==> src/rtl/alu_sched_pkg.sv <==
// alu_sched_pkg: scheduler state encoding, default widths and index-width helper
package alu_sched_pkg;
  typedef enum logic [1:0] {IDLE, ISSUE, WAIT, RESP} state_t;
  localparam int N_DEF       = 4;
  localparam int DATA_W_DEF  = 5;
  localparam int RES_W_DEF   = 6;
  localparam int AOP_W_DEF   = 3;
  localparam int BOP_W_DEF   = 2;
  localparam int ALU_LAT_DEF = 1;
  function automatic int idx_w(input int n);
    return (n < 2) ? 1 : $clog2(n);
  endfunction
endpackage

==> src/rtl/alu_sched_arb.sv <==
// alu_sched_arb: N-way arbiter, round-robin by default, lowest-index-wins when ALU_SCHED_FIXED_PRIO_EN is defined
module alu_sched_arb
  import alu_sched_pkg::*;
#(
  parameter int N = N_DEF,
  localparam int IW = idx_w(N)
) (
  input  logic          clk,
  input  logic          rst,
  input  logic [N-1:0]  req,
  input  logic          take,
  output logic [N-1:0]  win,
  output logic [IW-1:0] win_idx
);
`ifdef ALU_SCHED_FIXED_PRIO_EN
  logic unused;
  assign unused = ^{clk, rst, take};
  always_comb begin
    win = '0;
    win_idx = '0;
    for (int k = N - 1; k >= 0; k--)
      if (req[k]) begin
        win = '0;
        win[k] = 1'b1;
        win_idx = IW'(k);
      end
  end
`else
  logic [IW-1:0] ptr;
  // scan offsets from highest down so the smallest offset from ptr wins
  always_comb begin
    win = '0;
    win_idx = '0;
    for (int k = N - 1; k >= 0; k--)
      if (req[(int'(ptr) + k) % N]) begin
        win = '0;
        win[(int'(ptr) + k) % N] = 1'b1;
        win_idx = IW'((int'(ptr) + k) % N);
      end
  end
  always_ff @(posedge clk or posedge rst)
    if (rst) ptr <= '0;
    else if (take) ptr <= (win_idx == IW'(N - 1)) ? '0 : win_idx + 1'b1;
`endif
endmodule

==> src/rtl/alu_scheduler.sv <==
// alu_scheduler: shares one ALU among N requesters; ALU_SCHED_FIXED_PRIO_EN selects fixed-priority arbitration
module alu_scheduler
  import alu_sched_pkg::*;
#(
  parameter int N       = N_DEF,
  parameter int DATA_W  = DATA_W_DEF,
  parameter int RES_W   = RES_W_DEF,
  parameter int AOP_W   = AOP_W_DEF,
  parameter int BOP_W   = BOP_W_DEF,
  parameter int ALU_LAT = ALU_LAT_DEF,
  localparam int IW = idx_w(N)
) (
  input  logic               clk,
  input  logic               rst,
  input  logic [N-1:0]       req,
  input  logic [N-1:0]       req_a_en,
  input  logic [N-1:0]       req_b_en,
  input  logic [N*AOP_W-1:0] req_a_op,
  input  logic [N*BOP_W-1:0] req_b_op,
  input  logic [N*DATA_W-1:0] req_A,
  input  logic [N*DATA_W-1:0] req_B,
  output logic [N-1:0]       gnt,
  output logic               ALU_en,
  output logic               a_en,
  output logic               b_en,
  output logic [AOP_W-1:0]   a_op,
  output logic [BOP_W-1:0]   b_op,
  output logic [DATA_W-1:0]  A,
  output logic [DATA_W-1:0]  B,
  input  logic [RES_W-1:0]   C,
  output logic               resp_valid,
  output logic [IW-1:0]      resp_id,
  output logic [RES_W-1:0]   resp_data,
  output logic               busy
);
  localparam int CW = idx_w(ALU_LAT + 1);
  state_t state, state_nx;
  logic [CW-1:0] cnt;
  logic [N-1:0] win, gnt_q;
  logic [IW-1:0] win_idx;
  logic take;
  assign take = (state == IDLE) && |req;
  alu_sched_arb #(.N(N)) u_arb (
    .clk(clk), .rst(rst), .req(req), .take(take), .win(win), .win_idx(win_idx)
  );
  always_comb begin
    state_nx = (state == IDLE)  ? (take ? ISSUE : IDLE) :
               (state == ISSUE) ? WAIT :
               (state == WAIT)  ? ((cnt == CW'(1)) ? RESP : WAIT) : IDLE;
  end
  assign gnt        = (state == ISSUE) ? gnt_q : '0;
  assign ALU_en     = (state == ISSUE);
  assign resp_valid = (state == RESP);
  assign busy       = (state != IDLE);
  // ALU-facing fields are the latched winner's; they hold through WAIT and beyond
  always_ff @(posedge clk or posedge rst)
    if (rst) begin
      state     <= IDLE;
      cnt       <= '0;
      gnt_q     <= '0;
      resp_id   <= '0;
      a_en      <= 1'b0;
      b_en      <= 1'b0;
      a_op      <= '0;
      b_op      <= '0;
      A         <= '0;
      B         <= '0;
      resp_data <= '0;
    end else begin
      state <= state_nx;
      if (take) begin
        gnt_q   <= win;
        resp_id <= win_idx;
        a_en    <= req_a_en[win_idx];
        b_en    <= req_b_en[win_idx];
        a_op    <= req_a_op[win_idx*AOP_W +: AOP_W];
        b_op    <= req_b_op[win_idx*BOP_W +: BOP_W];
        A       <= req_A[win_idx*DATA_W +: DATA_W];
        B       <= req_B[win_idx*DATA_W +: DATA_W];
      end
      if (state == ISSUE) cnt <= CW'(ALU_LAT);
      else if (state == WAIT) cnt <= cnt - 1'b1;
      if (state == WAIT && cnt == CW'(1)) resp_data <= C;
    end
endmodule
==> config.mk <==
export PLATFORM = sky130hd
export DESIGN_NAME = alu_scheduler
export DESIGN_NICKNAME = d
export VERILOG_FILES = /design/src/rtl/alu_sched_pkg.sv /design/src/rtl/alu_sched_arb.sv /design/src/rtl/alu_scheduler.sv
export SDC_FILE = /design/constraint.sdc
export NUM_CORES = 1
export LEC_CHECK = 0
export CAP_MARGIN = 10
export CORE_MARGIN = 2
export CORE_UTILIZATION = 51
export CTS_CLUSTER_SIZE = 20
export DETAILED_ROUTE_END_ITERATION = 7
export DONT_BUFFER_PORTS = 1
export PLACE_DENSITY = 0.69
export SLEW_MARGIN = 20
export SYNTH_ARGS = -nofsm -noshare
export SYNTH_HDL_FRONTEND = slang
export SYNTH_SLANG_ARGS = --single-unit
==> constraint.sdc <==
create_clock -name clk -period 3 [get_ports clk]
set_input_delay 0.45 -clock clk [delete_from_list [all_inputs] [get_ports clk]]
set_output_delay 0.45 -clock clk [all_outputs]
set_load 0.02 [all_outputs]
==> impl_metrics.yaml <==
grt:
  first_global_vias: 2126
  grt_max_degree: 35
  overflow: 0
  grt_usage_pct: 24.5
  grt_pass1_wl_um: 10300
  antenna_found_initial: 0
final_layout:
  final_cell_mix: "nand2_1, dfrtp_1, a21oi_1, nor2_1, mux2i_1"
  layout-drive-gt1-share_pct: 16.5
  layout_commonest_cell: "nand2_1"
  design_area_um2: 2730
  antenna_cells: 0
  final-instance-count-excl-fill: 339
  register_area_um2: 851
  nFillCells: 442
  multi_input_area_um2: 1600
  area_delta_synth_final_pct: 5.88
  finalNetCount: 363
yosys:
  syn_area_per_cell_um2: 9.51
  async_flop_share_pct: 100
  synth-seq-cells: 34
  synthCells: 271
  yosys.area.top_type: "dfrtp_1"
  synth_area_um2: 2580
  ys_types: 40
  ys_seq_area_share_pct: 33.0
  synth_flop_cell: "dfrtp_1"
  synth_edf_count: 0
  synth_top_area_share_pct: 33.0
  synth.area.top_cells: "dfrtp_1, mux2i_1, ha_1, nand2_1, a21oi_1"
  syn-num-nets: 363
  synth-warning-count: 0
placed_design:
  dp_hpwl_um: 4760
  port_buffers: 0
  post-place-cells: 331
  place_ws_ns: 0.169
  gp_congestion: 0.800
  place_area_um2: 2630
timing:
  clock.fmax_mhz: 374
  final-setup-viol-count: 0
  min_period_over_period_pct: 89.1
  slew_headroom_pct: 55.7
  worst_pin_slew_ns: 0.664
  finalCriticalPeriod_ns: 2.67
  worst_slack_ns: 0.328
  rsz0062_at_grt: "no"
  hold_viol_final: 0
  fin_hold_ws_ns: 0.145
  fin_skew_ns: 0.00975
  fin_setup_tns_ns: 0
  slew_viol_final: 0
pwr:
  swShare_pct: 51.3
  p_int_mw: 1.88
  p_clk_share_pct: 9.3
  comb_power_share_pct: 62.9
  p_per_area_nw_per_um2: 1420
  vdd_ir_drop_max_mv: 0.543
  p_sw_mw: 1.98
  p_seq_share_pct: 27.8
  power.leakage_nw: 1.13
clock_network:
  hold_buffers: 0
  cts_resized: 0
  clock_latency_ns: 0.29
  cts_setup_buffers: 0
  cts_tree: "built"
  numCtsBuffers: 5
  clkTransAtPathRegs_ns: 0.08
  clock_sinks: 34
  cts_max_path_buffers: 2
  cts_root_buffer: "clkbuf_8"
  h-tree-depth: 2
die:
  io_pins: 112
  dieArea_um2: 5640
  rows: 25
  fp.dieH_um: 75.1
  core_area_um2: 4790
  start_util_pct: 53.8
  die_w_um: 75.1
setup_path:
  crit_required_ns: 3.19
  path_max_fanout: 23
  worst-setup-path-type: "flip-flop to flip-flop"
  start_kind: "flip-flop"
  worstPathArrival_ns: 2.86
  worstSetupEndpointType: "flip-flop"
routing:
  drt_iter0_drc: 115
  final_antenna_net_count: 0
  vias: 2202
  drtPass1Iterations: 5
  drt-vias-per-instance: 6.50
  routed_wl_um: 6610
  drc: 0
  wire_per_inst_um: 19.5
status:
  status: "finished, final reports clean"
job:
  drv_cap: 0
hold_path:
  hp-class: "input port to asynchronous set/reset pin"
## worst max-delay path: stages (launching register included)
cell,delay [ns]
dfrtp_1,0.36
buf_4,0.24
mux2_2,0.41
mux2_2,0.36
o21ai_4,0.35
nand2_4,0.31
mux2i_1,0.21
a221oi_1,0.32
## final cells by class
class / instances / share of cell area, %
Clock buffer: 6 / 3.03
Clock inverter: 2 / 0.459
Inverter: 7 / 0.963
Multi-Input combinational cell: 213 / 58.5
Sequential cell: 34 / 31.2
Tap cell: 67 / 3.07
Timing Repair Buffer: 10 / 2.75
## metrics by stage
stage | power (mW) | utilization (%)
3_5_place_dp | 3.51 | 54.9
3_3_place_gp | 3.47 | 54.9
4_1_cts | 3.88 | 56.9
2_1_floorplan | 3.10 | -
5_1_grt | 4.22 | 57.0
6_report | 3.86 | 57.0
## synth_stat cells (6+ instances only)
library cell	instances
nand2_1	35
dfrtp_1	34
a21oi_1	23
nor2_1	22
mux2i_1	19
o21ai_0	15
ha_1	12
a22oi_1	11
a221oi_1	10
mux2_2	10
o211ai_1	9
buf_2	7
inv_1	7
clkbuf_1	6
## routing by layer
metal	up-vias	global-route usage [%]	wire, um
met5	-	0	0
met4	0	8.93	99
met3	10	7.23	653
met2	121	40.4	3180
met1	1058	30.4	2680
li1	1013	-	-
## path summary, 6_finish.rpt
| path | startpoint | endpoint | slack [ns] | cells past startpoint |
|---|---|---|---|---|
| max | u_arb.ptr[0] | A[3] | 0.33 | 7 |
| min | rst | resp_data[1] | 0.15 | 2 |
| max reg2reg | u_arb.ptr[0] | A[3] | 0.33 | 7 |
| min reg2reg | gnt_q[2] | gnt_q[2] | 0.53 | 2 |
| max in group asynchronous | rst | state[1] | 2.53 | 2 |
| min in group clk | req_B[0] | B[0] | 0.30 | 2 |
## sequential cells by signal (all words and copies together) (netlist names)
signal	cells
cnt	1
u_arb.ptr	2
a_op	3
b_op	2
b_en	1
state	2
A	5
B	5
gnt_q	4
resp_id	2
a_en	1
resp_data	6
## cells by family (layout without fill, tap and decap cells)
kind of cell | count (synthesis) | count (layout) | share of synthesized area [%]
flops | 34 | 34 | 33.0
buf+inv | 24 | 25 | 5.34
mux | 33 | 33 | 15.2
simple gates | 69 | 69 | 12.2
fa+ha+maj | 12 | 12 | 5.83
compound gates | 99 | 99 | 28.3
## power by group through the flow
stage	registers (mW)	clock network [mW]	logic (mW)
2_1_floorplan	1.04	0	2.06
3_3_place_gp	1.08	0	2.39
3_5_place_dp	1.09	0	2.43
4_1_cts	1.08	0.374	2.43
5_1_grt	1.11	0.396	2.72
6_report	1.07	0.360	2.43
Power figures use the tool's default switching activity.
